$ cat src/rtl/mic1_pkg.sv
// Shared definitions for the MIC-1 microcode sequencer: control-store word
// layout, sequencer states and the reserved microcode addresses.
package mic1_pkg;

    // Control-store word, MSB first: NEXT_ADDRESS[35:27] JMPC[26] JAMN[25] JAMZ[24] ALU[23:16] MIR[15:0]
    typedef struct packed {
        logic [8:0]  next_address;
        logic        jmpc;
        logic        jamn;
        logic        jamz;
        logic [7:0]  alu;
        logic [15:0] mir;
    } cs_word_t;

    // Memory request bits inside the MIR field
    localparam int MEM_WR_BIT    = 6;
    localparam int MEM_RD_BIT    = 5;
    localparam int MEM_FETCH_BIT = 4;

    localparam logic [8:0] HALT_ADDR  = 9'h1FF;
    localparam logic [8:0] RESET_ADDR = 9'h000;

    typedef enum logic [1:0] {
        ST_FETCH = 2'd0,
        ST_EXEC  = 2'd1,
        ST_HALT  = 2'd2
    } seq_state_e;

    function automatic logic [15:0] sat_inc16(input logic [15:0] v);
        return (v == 16'hFFFF) ? v : v + 16'd1;
    endfunction

endpackage

$ cat src/rtl/mic1_next_addr.sv
// Next-MPC computation: conditional high-bit jump on ALU flags and the
// JMPC dispatch that ORs the MBR byte into the low address bits.
module mic1_next_addr (
    input  logic [8:0] na_i,
    input  logic       jmpc_i,
    input  logic       jamn_i,
    input  logic       jamz_i,
    input  logic       alu_n_i,
    input  logic       alu_z_i,
    input  logic [7:0] mbr_i,
    output logic [8:0] next_mpc_o
);

    assign next_mpc_o[8]   = na_i[8] | (jamn_i & alu_n_i) | (jamz_i & alu_z_i);
    assign next_mpc_o[7:0] = jmpc_i ? (na_i[7:0] | mbr_i) : na_i[7:0];

endmodule

$ cat src/rtl/mic1_sequencer.sv
// MIC-1 microprogram sequencer: FETCH/EXEC/HALT control around a registered
// control store, with memory-wait stalls and activity counters.
module mic1_sequencer
    import mic1_pkg::*;
(
    input  logic        clock,
    input  logic        reset,
    output logic [8:0]  cs_addr,
    input  logic [35:0] cs_data,
    input  logic        alu_n,
    input  logic        alu_z,
    input  logic [7:0]  mbr_in,
    input  logic        mem_ready,
    output logic [15:0] MIR,
    output logic [7:0]  alu_ctrl,
    output logic        mem_rd,
    output logic        mem_wr,
    output logic        mem_fetch,
    output logic        stall,
    output logic        halted,
    output logic [31:0] uinst_count,
    output logic [15:0] stall_count
);

    seq_state_e  state_q, state_d;
    logic [8:0]  mpc_q, mpc_d;
    logic [31:0] uc_q, uc_d;
    logic [15:0] sc_q, sc_d;

    cs_word_t    word;
    logic [8:0]  next_mpc;
    logic        in_exec;
    logic        mem_req;
    logic        stall_w;
    logic        complete;

    assign word     = cs_word_t'(cs_data);
    assign in_exec  = (state_q == ST_EXEC);
    assign mem_req  = word.mir[MEM_WR_BIT] | word.mir[MEM_RD_BIT] | word.mir[MEM_FETCH_BIT];
    assign stall_w  = in_exec & mem_req & ~mem_ready;
    assign complete = in_exec & ~stall_w;

    mic1_next_addr u_next_addr (
        .na_i       (word.next_address),
        .jmpc_i     (word.jmpc),
        .jamn_i     (word.jamn),
        .jamz_i     (word.jamz),
        .alu_n_i    (alu_n),
        .alu_z_i    (alu_z),
        .mbr_i      (mbr_in),
        .next_mpc_o (next_mpc)
    );

    always_comb begin
        state_d = state_q;
        mpc_d   = mpc_q;
        uc_d    = uc_q;
        sc_d    = sc_q;
        case (state_q)
            ST_FETCH: state_d = ST_EXEC;
            ST_EXEC: begin
                if (complete) begin
                    mpc_d   = next_mpc;
                    uc_d    = uc_q + 32'd1;
                    state_d = (next_mpc == HALT_ADDR) ? ST_HALT : ST_FETCH;
                end else begin
                    sc_d = sat_inc16(sc_q);
                end
            end
            ST_HALT: state_d = ST_HALT;
            default: state_d = ST_FETCH;
        endcase
    end

    always_ff @(posedge clock) begin
        if (reset) begin
            state_q <= ST_FETCH;
            mpc_q   <= RESET_ADDR;
            uc_q    <= 32'd0;
            sc_q    <= 16'd0;
        end else begin
            state_q <= state_d;
            mpc_q   <= mpc_d;
            uc_q    <= uc_d;
            sc_q    <= sc_d;
        end
    end

    // Memory requests stay up through a stall; datapath controls only on completion
    assign mem_wr      = in_exec & word.mir[MEM_WR_BIT];
    assign mem_rd      = in_exec & word.mir[MEM_RD_BIT];
    assign mem_fetch   = in_exec & word.mir[MEM_FETCH_BIT];
    assign MIR         = complete ? word.mir : 16'd0;
    assign alu_ctrl    = complete ? word.alu : 8'd0;
    assign stall       = stall_w;
    assign halted      = (state_q == ST_HALT);
    assign cs_addr     = mpc_q;
    assign uinst_count = uc_q;
    assign stall_count = sc_q;

endmodule

$ cat config.mk
export PLATFORM = sky130hd
export DESIGN_NAME = mic1_sequencer
export DESIGN_NICKNAME = d
export VERILOG_FILES = /design/src/rtl/mic1_pkg.sv /design/src/rtl/mic1_next_addr.sv /design/src/rtl/mic1_sequencer.sv
export SDC_FILE = /design/constraint.sdc
export NUM_CORES = 1
export LEC_CHECK = 0
export CAP_MARGIN = 10
export CORE_MARGIN = 5
export CORE_UTILIZATION = 39
export CTS_CLUSTER_DIAMETER = 50
export CTS_CLUSTER_SIZE = 16
export DETAILED_ROUTE_END_ITERATION = 12
export GPL_TIMING_DRIVEN = 1
export PLACE_DENSITY = 0.75
export SYNTH_ARGS = -nofsm -noshare
export SYNTH_HDL_FRONTEND = slang
export SYNTH_SLANG_ARGS = --single-unit
export TNS_END_PERCENT = 5
$ cat constraint.sdc
create_clock -name clock -period 3.3 [get_ports clock]
set_input_delay 0.825 -clock clock [delete_from_list [all_inputs] [get_ports clock]]
set_output_delay 0.825 -clock clock [all_outputs]
set_load 0.03 [all_outputs]
==> metrics.yaml, run 1 <==
outcome: "completed"
max-vdd-ir-drop_v: 0.000188
final_layout_size_suffix_gt1_share_pct: 13.2
overflow: 0
yosys-top-cells-area: "dfxtp_1 37%, a21oi_1 6.4%, or4_1 5.6%"
clk_path_buf_depth: 2
cp.arrival_ns: 2.34
synth_cell_types: 46
multi_input_area_um2: 1880
clk_pin_slew_ns: 0.06
setup_viol: 0
gp_congestion: 0.830
pwr_density_cell_nw_per_um2: 344
cts_resized: 0
die_area_um2: 10100
cpPeakStageDelay_ns: 0.68
max_freq_mhz: 315
start_util_pct: 39.5
worst_slack_ns: 0.130
core_um2: 8090
wl_per_cell_um: 14.9
ant_nets: 0
dp_hpwl_um: 7190
grt_max_degree: 47
globalRouteTotalUtil_pct: 18.9
ys.flop_type: "dfxtp_1"
regArea_um2: 1180
dp_worst_setup_slack_ns: 0.149
placed_cells: 620
hold_viol_final: 0
die_w_um: 101
drt_first_pass_iters: 4
crit_chain: "clkdlybuf4s50_1 > and3_1 > clkdlybuf4s50_1"
synthCells: 394
path_max_fanout: 6
drt-initial-drc-count: 137
fin_crit_ns: 3.17
cts_buffers: 9
clock-sinks: 59
syn_area_um2: 3200
ys_async_sr_fraction_pct: 0
htree_levels: 3
drv_cap: 0
crit_buf_inv: 2
syn_to_final_growth_pct: 50.3
yosys_warnings: 0
layout_commonest_cell: "clkdlybuf4s50_1"
antenna_found_initial: 0
start_kind: "primary input"
maxSlewHeadroom_pct: 45.2
crit_required_ns: 2.47
io_pins: 135
rows: 33
yosysSeqAreaShare_pct: 36.9
slew_viol_final: 0
syn-num-nets: 445
p_leak_nw: 1.65
ys_seq_elements: 59
die_h_um: 101
yosysTopAreaCellShare_pct: 36.9
path_delay_family: "buffers and inverters"
critPathSlowestCell: "clkdlybuf4s50_1"
skew_ns: 0.0112
vias: 3472
end_kind: "output pin"
port_buffers: 134
cts_setup_buffers: 0
fillCellCount: 771
cts-root-buf: "clkbuf_8"
final_cells: 636
antennaDiodeCount: 0
grt_pass1_vias: 3371
grt_pass1_wl_um: 15800
drc_errors: 0
fin_nets: 577
rsz0062_at_grt: "no"
clk_latency_ns: 0.33
fin_crit_sh_pct: 96.1
cts-hold-fix-buffers: 0
layout_common_cells: "110 x clkdlybuf4s50_1, 59 x dfxtp_1, 41 x a21oi_1"
cts_tree: "done"
setup_tns_ns: 0
yosys.area.top_type: "dfxtp_1"
synth_edf_count: 0
vias_per_cell: 5.46
crit_type: "primary input to output pin"
hold_path.class: "flop to flop"
crit_top_cell: "clkdlybuf4s50_1"
syn_avg_cell_area_um2: 8.11
worst_pin_slew_ns: 0.822
wl_um: 9470
==> registers in the layout, summed over array words and instances, names as in the netlist <==
register / count
cs_addr: 9
stall_count: 16
state_q: 2
uinst_count: 32
==> stage by stage <==
| step | instance area, um2 | hold WS [ns] | power, W | util [%] |
|---|---|---|---|---|
| after global placement | 4610 | 0.478 | 0.00101 | 57.0 |
| after detailed placement | 4610 | 0.491 | 0.00102 | 57.0 |
| after CTS | 4810 | 0.500 | 0.00167 | 59.4 |
| final | 4810 | 0.497 | 0.00165 | 59.4 |
| after global routing | 4810 | 0.520 | 0.00173 | 59.4 |
| after floorplan | 3200 | 0.524 | 0.000878 | - |
==> logic make-up after synthesis <==
logic type | share of synthesized area (%)
compound gates | 19.2
xor+xnor | 1.10
fa+ha+maj | 0.783
buf+inv | 4.38
flops | 36.9
mux | 3.52
simple gates | 34.1
==> power breakdown <==
group / total [W] / switching [W] / leakage [nW] / internal, W
Clock: 0.000650 / 0.000288 / 0.106 / 0.000362
Sequential: 0.000734 / 0.00000951 / 0.477 / 0.000725
Combinational: 0.000267 / 0.000140 / 1.07 / 0.000127
Total: 0.00165 / 0.000437 / 1.65 / 0.00121
==> area by class of cell <==
type                       count  area share, %
multi-input combinational    301           39.2
clock buffer                  10           2.86
sequential                    59           24.6
tap                          105           2.73
clock inverter                 6           1.15
inverter                       8          0.625
timing repair buffer         147           28.9
==> path summary, 6_finish.rpt <==
check,from,to,slack (ns),cells after the start
max,mem_ready,MIR[5],0.13,3
min,stall_count[14],stall_count[14],0.50,2
max reg2reg,state_q[0],uinst_count[20],0.98,6
min reg2reg,stall_count[14],stall_count[14],0.50,2
==> Yosys cell counts, types with 2 or more instances <==
library cell / number
o211ai_1: 3
nand4_1: 16
or3_1: 11
a21oi_1: 41
o31ai_1: 23
xor2_1: 3
a211oi_1: 9
nor2b_1: 9
clkbuf_1: 20
ha_1: 2
and4_1: 4
nand2_1: 19
nor2_1: 34
nor3_1: 7
and2_1: 26
o21ai_0: 10
o2111ai_1: 2
dfxtp_1: 59
mux2_2: 10
and3_1: 10
or4_1: 24
buf_2: 4
inv_1: 8
nand3_1: 11
o22ai_1: 2
nor4_1: 7
==> worst reg2reg max path: cells and delay by family (launching register included) <==
family | cells | cell delay, ns
AND/OR/NAND/NOR | 2 | 0.82
buffers and inverters | 2 | 0.54
flip-flops | 1 | 0.39
AO/OA/AOI/OAI | 2 | 0.50
==> layer usage <==
layer | global-route usage (%) | wire length (um) | vias to the layer above | share of wire (%)
li1 | - | - | 1753 | -
met1 | 22.9 | 4130 | 1606 | 44
met3 | 6.37 | 686 | 7 | 7.2
met4 | 4.25 | 57 | 0 | 0.60
met5 | 0 | 0 | - | 0
met2 | 32.4 | 4590 | 106 | 48
(Power assumes the default switching activity.)
==> run 2: changes to the inputs <==
- GPL_TIMING_DRIVEN: 1 -> 0
==> run 2 against run 1 <==
Net effect:
- die area did not move
- clock power fell by 15%
- first-iteration DRC count up 7.3%
- critical path depth increased by 3
- global-route usage increased by 1.3 points
- sequential power is essentially flat
- clock skew decreased by 0.0024 ns
- critical path type unchanged
- largest cell class unchanged
- highest routed layer unchanged
==> metrics.yaml, run 2 (synthesized netlist as in run 1, its figures left out) <==
outcome: "completed"
crit_required_ns: 2.47  # about the same
power_w: 0.00156  # -5.7%
core_um2: 8090  # unchanged
drt_first_pass_iters: 5  # +1
vias: 3604  # +3.8%
setup_viol: 0  # unchanged
clk_latency_ns: 0.34  # about the same
cts_buffers: 9  # unchanged
start_util_pct: 39.5  # unchanged
die_h_um: 101  # unchanged
grt_pass1_wl_um: 16400  # +4.1%
largest_reg_flops: 32  # unchanged
port_buffers: 133  # -0.75%
clk_path_buf_depth: 2  # unchanged
syn_to_final_growth_pct: 51.7
hold_ws_ns: 0.496  # -0.00107 ns
clock-sinks: 59  # unchanged
crit_type: "primary input to output pin"
pwr_density_cell_nw_per_um2: 321  # -6.5%
r2r_slack_ns: 0.95  # -0.03 ns
start_kind: "primary input"
hold_viol_final: 0  # unchanged
die_area_um2: 10100  # unchanged
wl_um: 10100  # +6.9%
worst_pin_slew_ns: 0.600  # -0.222 ns
layout_common_cells: "110 x clkdlybuf4s50_1, 59 x dfxtp_1, 41 x a21oi_1"
routed.top_layer: "met4"
max-vdd-ir-drop_v: 0.000182  # -3.3%
vias_per_cell: 5.57  # +2.0%
maxSlewHeadroom_pct: 59.6  # +14 points
cts-hold-fix-buffers: 0  # unchanged
wl_per_cell_um: 15.6  # +5.1%
skew_ns: 0.00876  # -0.00241 ns
place_area_um2: 4660  # +1.0%
fin_crit_sh_pct: 97.8  # +1.8 points
gp_congestion: 0.878  # +5.9%
cts_tree: "done"
slew_viol_final: 0  # unchanged
rows: 33  # unchanged
wl_met3_um: 744  # +8.5%
final_cells: 647  # +1.7%
cp.arrival_ns: 2.40  # +0.06 ns
dp_hpwl_um: 7700  # +7.1%
drt-initial-drc-count: 147  # +7.3%
fin_crit_ns: 3.23  # +0.0583 ns
drc_errors: 0  # unchanged
drv_cap: 0  # unchanged
path_max_fanout: 10  # +4
clk_pin_slew_ns: 0.07  # about the same
io_pins: 135  # unchanged
wl_met2_um: 4950  # +7.9%
overflow: 0  # unchanged
htree_levels: 3  # unchanged
cts-root-buf: "clkbuf_8"
wl_met1_um: 4300  # +4.2%
die_w_um: 101  # unchanged
rsz0062_at_grt: "yes"
layout_commonest_cell: "clkdlybuf4s50_1"
hold_path.class: "flop to flop"
max_freq_mhz: 310  # -1.8%
fin_nets: 588  # +1.9%
ant_nets: 0  # unchanged
grt_pass1_vias: 3406  # +1.0%
design_area_um2: 4850  # +0.94%
globalRouteTotalUtil_pct: 20.1  # +1.3 points
end_kind: "output pin"
placed_cells: 632  # +1.9%
grt_max_degree: 16  # -66%
antenna_found_initial: 0  # unchanged
final_layout_size_suffix_gt1_share_pct: 12.2  # -1.0 points
antennaDiodeCount: 0  # unchanged
p_leak_nw: 1.62  # -2.2%
run 2: timing repair:
item | CTS | global route
pin swaps | 1 | 1
resized for setup | 73 | 22
setup endpoints to repair | 25 | 22
buffers inserted | 1 | 0
endpoints found under the hold margin | 0 | 0
run 2: report_power, final:
group | internal, W | switching, W
combinational | 0.000123 | 0.000145
sequential | 0.000725 | 0.00000997
clock | 0.000265 | 0.000289
run 2: routing by layer:
metal / vias up / global-route usage (%)
met2: 136 / 34.7
met5: - / 0
met1: 1680 / 24.2
met4: 0 / 5.28
met3: 11 / 6.44
li1: 1777 / -
run 2: final cells by class:
cell class | count | area (um2)
buffer | 24 | 115
clock buffer | 10 | 128
tap | 105 | 131
multi-input combinational | 301 | 1910
timing repair buffer | 134 | 1330
sequential | 59 | 1180
fill | 763 | 3240
clock inverter | 6 | 32.5
inverter | 8 | 30.0
run 2: path summary, 6_finish.rpt:
kind | from | endpoint | cells after the start
worst min-delay path | cs_addr[8] | cs_addr[8] | 2
worst max register to register | uinst_count[0] | uinst_count[28] | 6
worst max-delay path | cs_data[5] | MIR[9] | 6
worst min register to register | cs_addr[8] | cs_addr[8] | 2
run 2: per-stage QoR:
stage	utilization, %	setup TNS [ns]	setup WS (ns)
after CTS	60.2	-0.0296	-0.0296
after detailed placement	57.6	-17.75	-0.903
final	59.9	0	0.0717
after global routing	59.9	-0.0611	-0.0417
after floorplan	-	0	0.456
after global placement	57.6	-17.30	-0.906
run 2: worst max-delay path: stages:
cell and delay, ns:
clkdlybuf4s50_1 0.49, nor3_4 0.25, o21a_4 0.20, clkbuf_4 0.19, and2_1 0.14, clkdlybuf4s18_2 0.31
==> run 3: changes to the inputs <==
- DONT_BUFFER_PORTS: not set -> 1
- PLACE_DENSITY: 0.75 -> 0.54
- REMOVE_ABC_BUFFERS: not set -> 1
==> run 3 against run 2 <==
Net effect:
- final cell count fell by 24%
- maximum frequency rose by 6.7%
- wire length fell by 18%
- via count fell by 20%
- critical endpoint is now MIR[10]
- clock power rose by 37%
- critical path type unchanged
==> metrics.yaml, run 3 (synthesized netlist as in run 1, its figures left out) <==
outcome: "completed"
rsz0062_at_grt: "no"
p_sw_share_pct: 25.1  # -3.4 points
clock-sinks: 59  # unchanged
layout_common_cells: "59 x dfxtp_1, 41 x a21oi_1, 34 x nor2_1"
combPwrFrac_pct: 6.4  # -11 points
maxSlewHeadroom_pct: 39.3  # -20 points
grt_pass1_vias: 2648  # -22%
min_path_cells: 1  # -1
p_leak_nw: 1.10  # -32%
skew_ns: 0.00776  # -0.000998 ns
power_w: 0.00162  # +4.2%
crit_required_ns: 2.47  # about the same
largest_reg_flops: 32  # unchanged
dp_hpwl_um: 5790  # -25%
die_w_um: 101  # unchanged
grt_max_degree: 71  # +55
intPower_w: 0.00122  # +9.2%
slew_viol_final: 0  # unchanged
rows: 33  # unchanged
layout_commonest_cell: "dfxtp_1"
fin_crit_sh_pct: 91.7  # -6.1 points
clk_latency_ns: 0.34  # about the same
drt-initial-drc-count: 98  # -33%
placed_cells: 473  # -25%
syn_to_final_growth_pct: 8.53
port_buffers: 0  # -100%
io_pins: 135  # unchanged
end_kind: "output pin"
seqPwrFrac_pct: 46.8  # -0.4 points
drc_errors: 0  # unchanged
ant_nets: 0  # unchanged
cp.arrival_ns: 2.20  # -0.20 ns
die_area_um2: 10100  # unchanged
vias_per_cell: 5.92  # +6.4%
antenna_found_initial: 0  # unchanged
reg2reg_depth: 5  # -1
htree_levels: 3  # unchanged
p_switching_w: 0.000407  # -8.3%
cts_tree: "done"
hold_ws_ns: 0.549  # +0.0533 ns
r2r_start: "uinst_count[0]"
gp_congestion: 0.714  # -19%
min_from: "reset"
hold_viol_final: 0  # unchanged
cts_setup_buffers: 0  # -1
start_util_pct: 39.5  # unchanged
drt_first_pass_iters: 4  # -1
final_layout_size_suffix_gt1_share_pct: 9.11  # -3.1 points
max-vdd-ir-drop_v: 0.000185  # +1.4%
fin_crit_ns: 3.03  # -0.203 ns
cts_buffers: 9  # unchanged
min_to: "stall_count[1]"
final_cells: 489  # -24%
grt_pass1_wl_um: 13200  # -20%
vias: 2897  # -20%
antennaDiodeCount: 0  # unchanged
crit_type: "primary input to output pin"
core_um2: 8090  # unchanged
drv_cap: 0  # unchanged
start_kind: "primary input"
max_freq_mhz: 331  # +6.7%
overflow: 0  # unchanged
fin_nets: 430  # -27%
hold_path.class: "primary input to flop"
r2r_slack_ns: 0.78  # -0.17 ns
worst_pin_slew_ns: 0.911  # +0.311 ns
clk_path_buf_depth: 2  # unchanged
die_h_um: 101  # unchanged
worst_r2r_endpoint: "uinst_count[24]"
globalRouteTotalUtil_pct: 16.0  # -4.1 points
pwr_density_cell_nw_per_um2: 468  # +46%
clk_pin_slew_ns: 0.07  # about the same
setup_tns_ns: 0  # unchanged
power.share.clock_pct: 46.8  # +11 points
path_max_fanout: 43  # +33
cts-root-buf: "clkbuf_8"
wl_um: 8330  # -18%
setup_viol: 0  # unchanged
wl_per_cell_um: 17.0  # +8.9%
## run 3: cell types whose count changed in the layout (fill, tap and decap cells not counted), moves of 4 or more
cell	change
clkbuf_1	-15
buf_2	-8
clkdlybuf4s18_2	-4
clkdlybuf4s15_2	-12
clkdlybuf4s50_1	-110
## run 3: through the flow
stage / utilization (%) / cell area, um2 / setup slack, ns
5_1_grt: 42.9 / 3470 / 0.187
3_5_place_dp: 40.0 / 3230 / -0.277
4_1_cts: 42.8 / 3460 / 0.0749
3_3_place_gp: 39.8 / 3220 / -0.377
2_1_floorplan: - / 3090 / 0.202
6_report: 42.9 / 3470 / 0.274
## run 3: routing by layer
layer / GRT usage (%) / share of wire (%) / up-vias
met2: 24.3 / 47 / 85
met1: 21.2 / 45 / 1340
met5: 0 / 0 / -
met3: 6.02 / 7.1 / 9
met4: 4.77 / 1.1 / 0
li1: - / - / 1463
## run 3: worst max-delay path by stage
| stage | end | cells after the start | from |
|---|---|---|---|
| final | MIR[10] | 3 | cs_data[5] |
| after global placement | stall_count[15] | 4 | stall_count[3] |
| after global routing | MIR[10] | 3 | cs_data[5] |
| after CTS | MIR[10] | 3 | cs_data[5] |
| after detailed placement | MIR[10] | 3 | cs_data[5] |
| after floorplan | MIR[0] | 3 | cs_data[5] |
## run 3: worst max-delay path, stage by stage
cell    delay [ns]
nor3_2        0.52
o21a_4        0.45
and2_1        0.40
## run 3: final cells by class
class,count,area [um2]
well taps,105,131
flip-flops and latches,59,1180
fillers,848,4620
multi-input cells,301,1900
clock inverters,5,75.1
inverters,8,30.0
clock buffers,11,151
## run 3: what timing repair did
action | 4_1_cts | 5_1_grt
endpoints found under the hold margin | 0 | 0
endpoints found under the setup margin | 21 | 21
gates resized for setup | 2 | 1
pin swaps | 0 | 0
hold buffers | 0 | 0
## run 3: power by group through the flow
stage          Sequential (W)  Clock (W)  Combinational (W)
3_5_place_dp         0.000776          0           0.000104
6_report             0.000760   0.000760           0.000104
2_1_floorplan        0.000772          0          0.0000903
5_1_grt              0.000761   0.000813           0.000116
3_3_place_gp         0.000776          0           0.000103
4_1_cts              0.000760   0.000781           0.000105
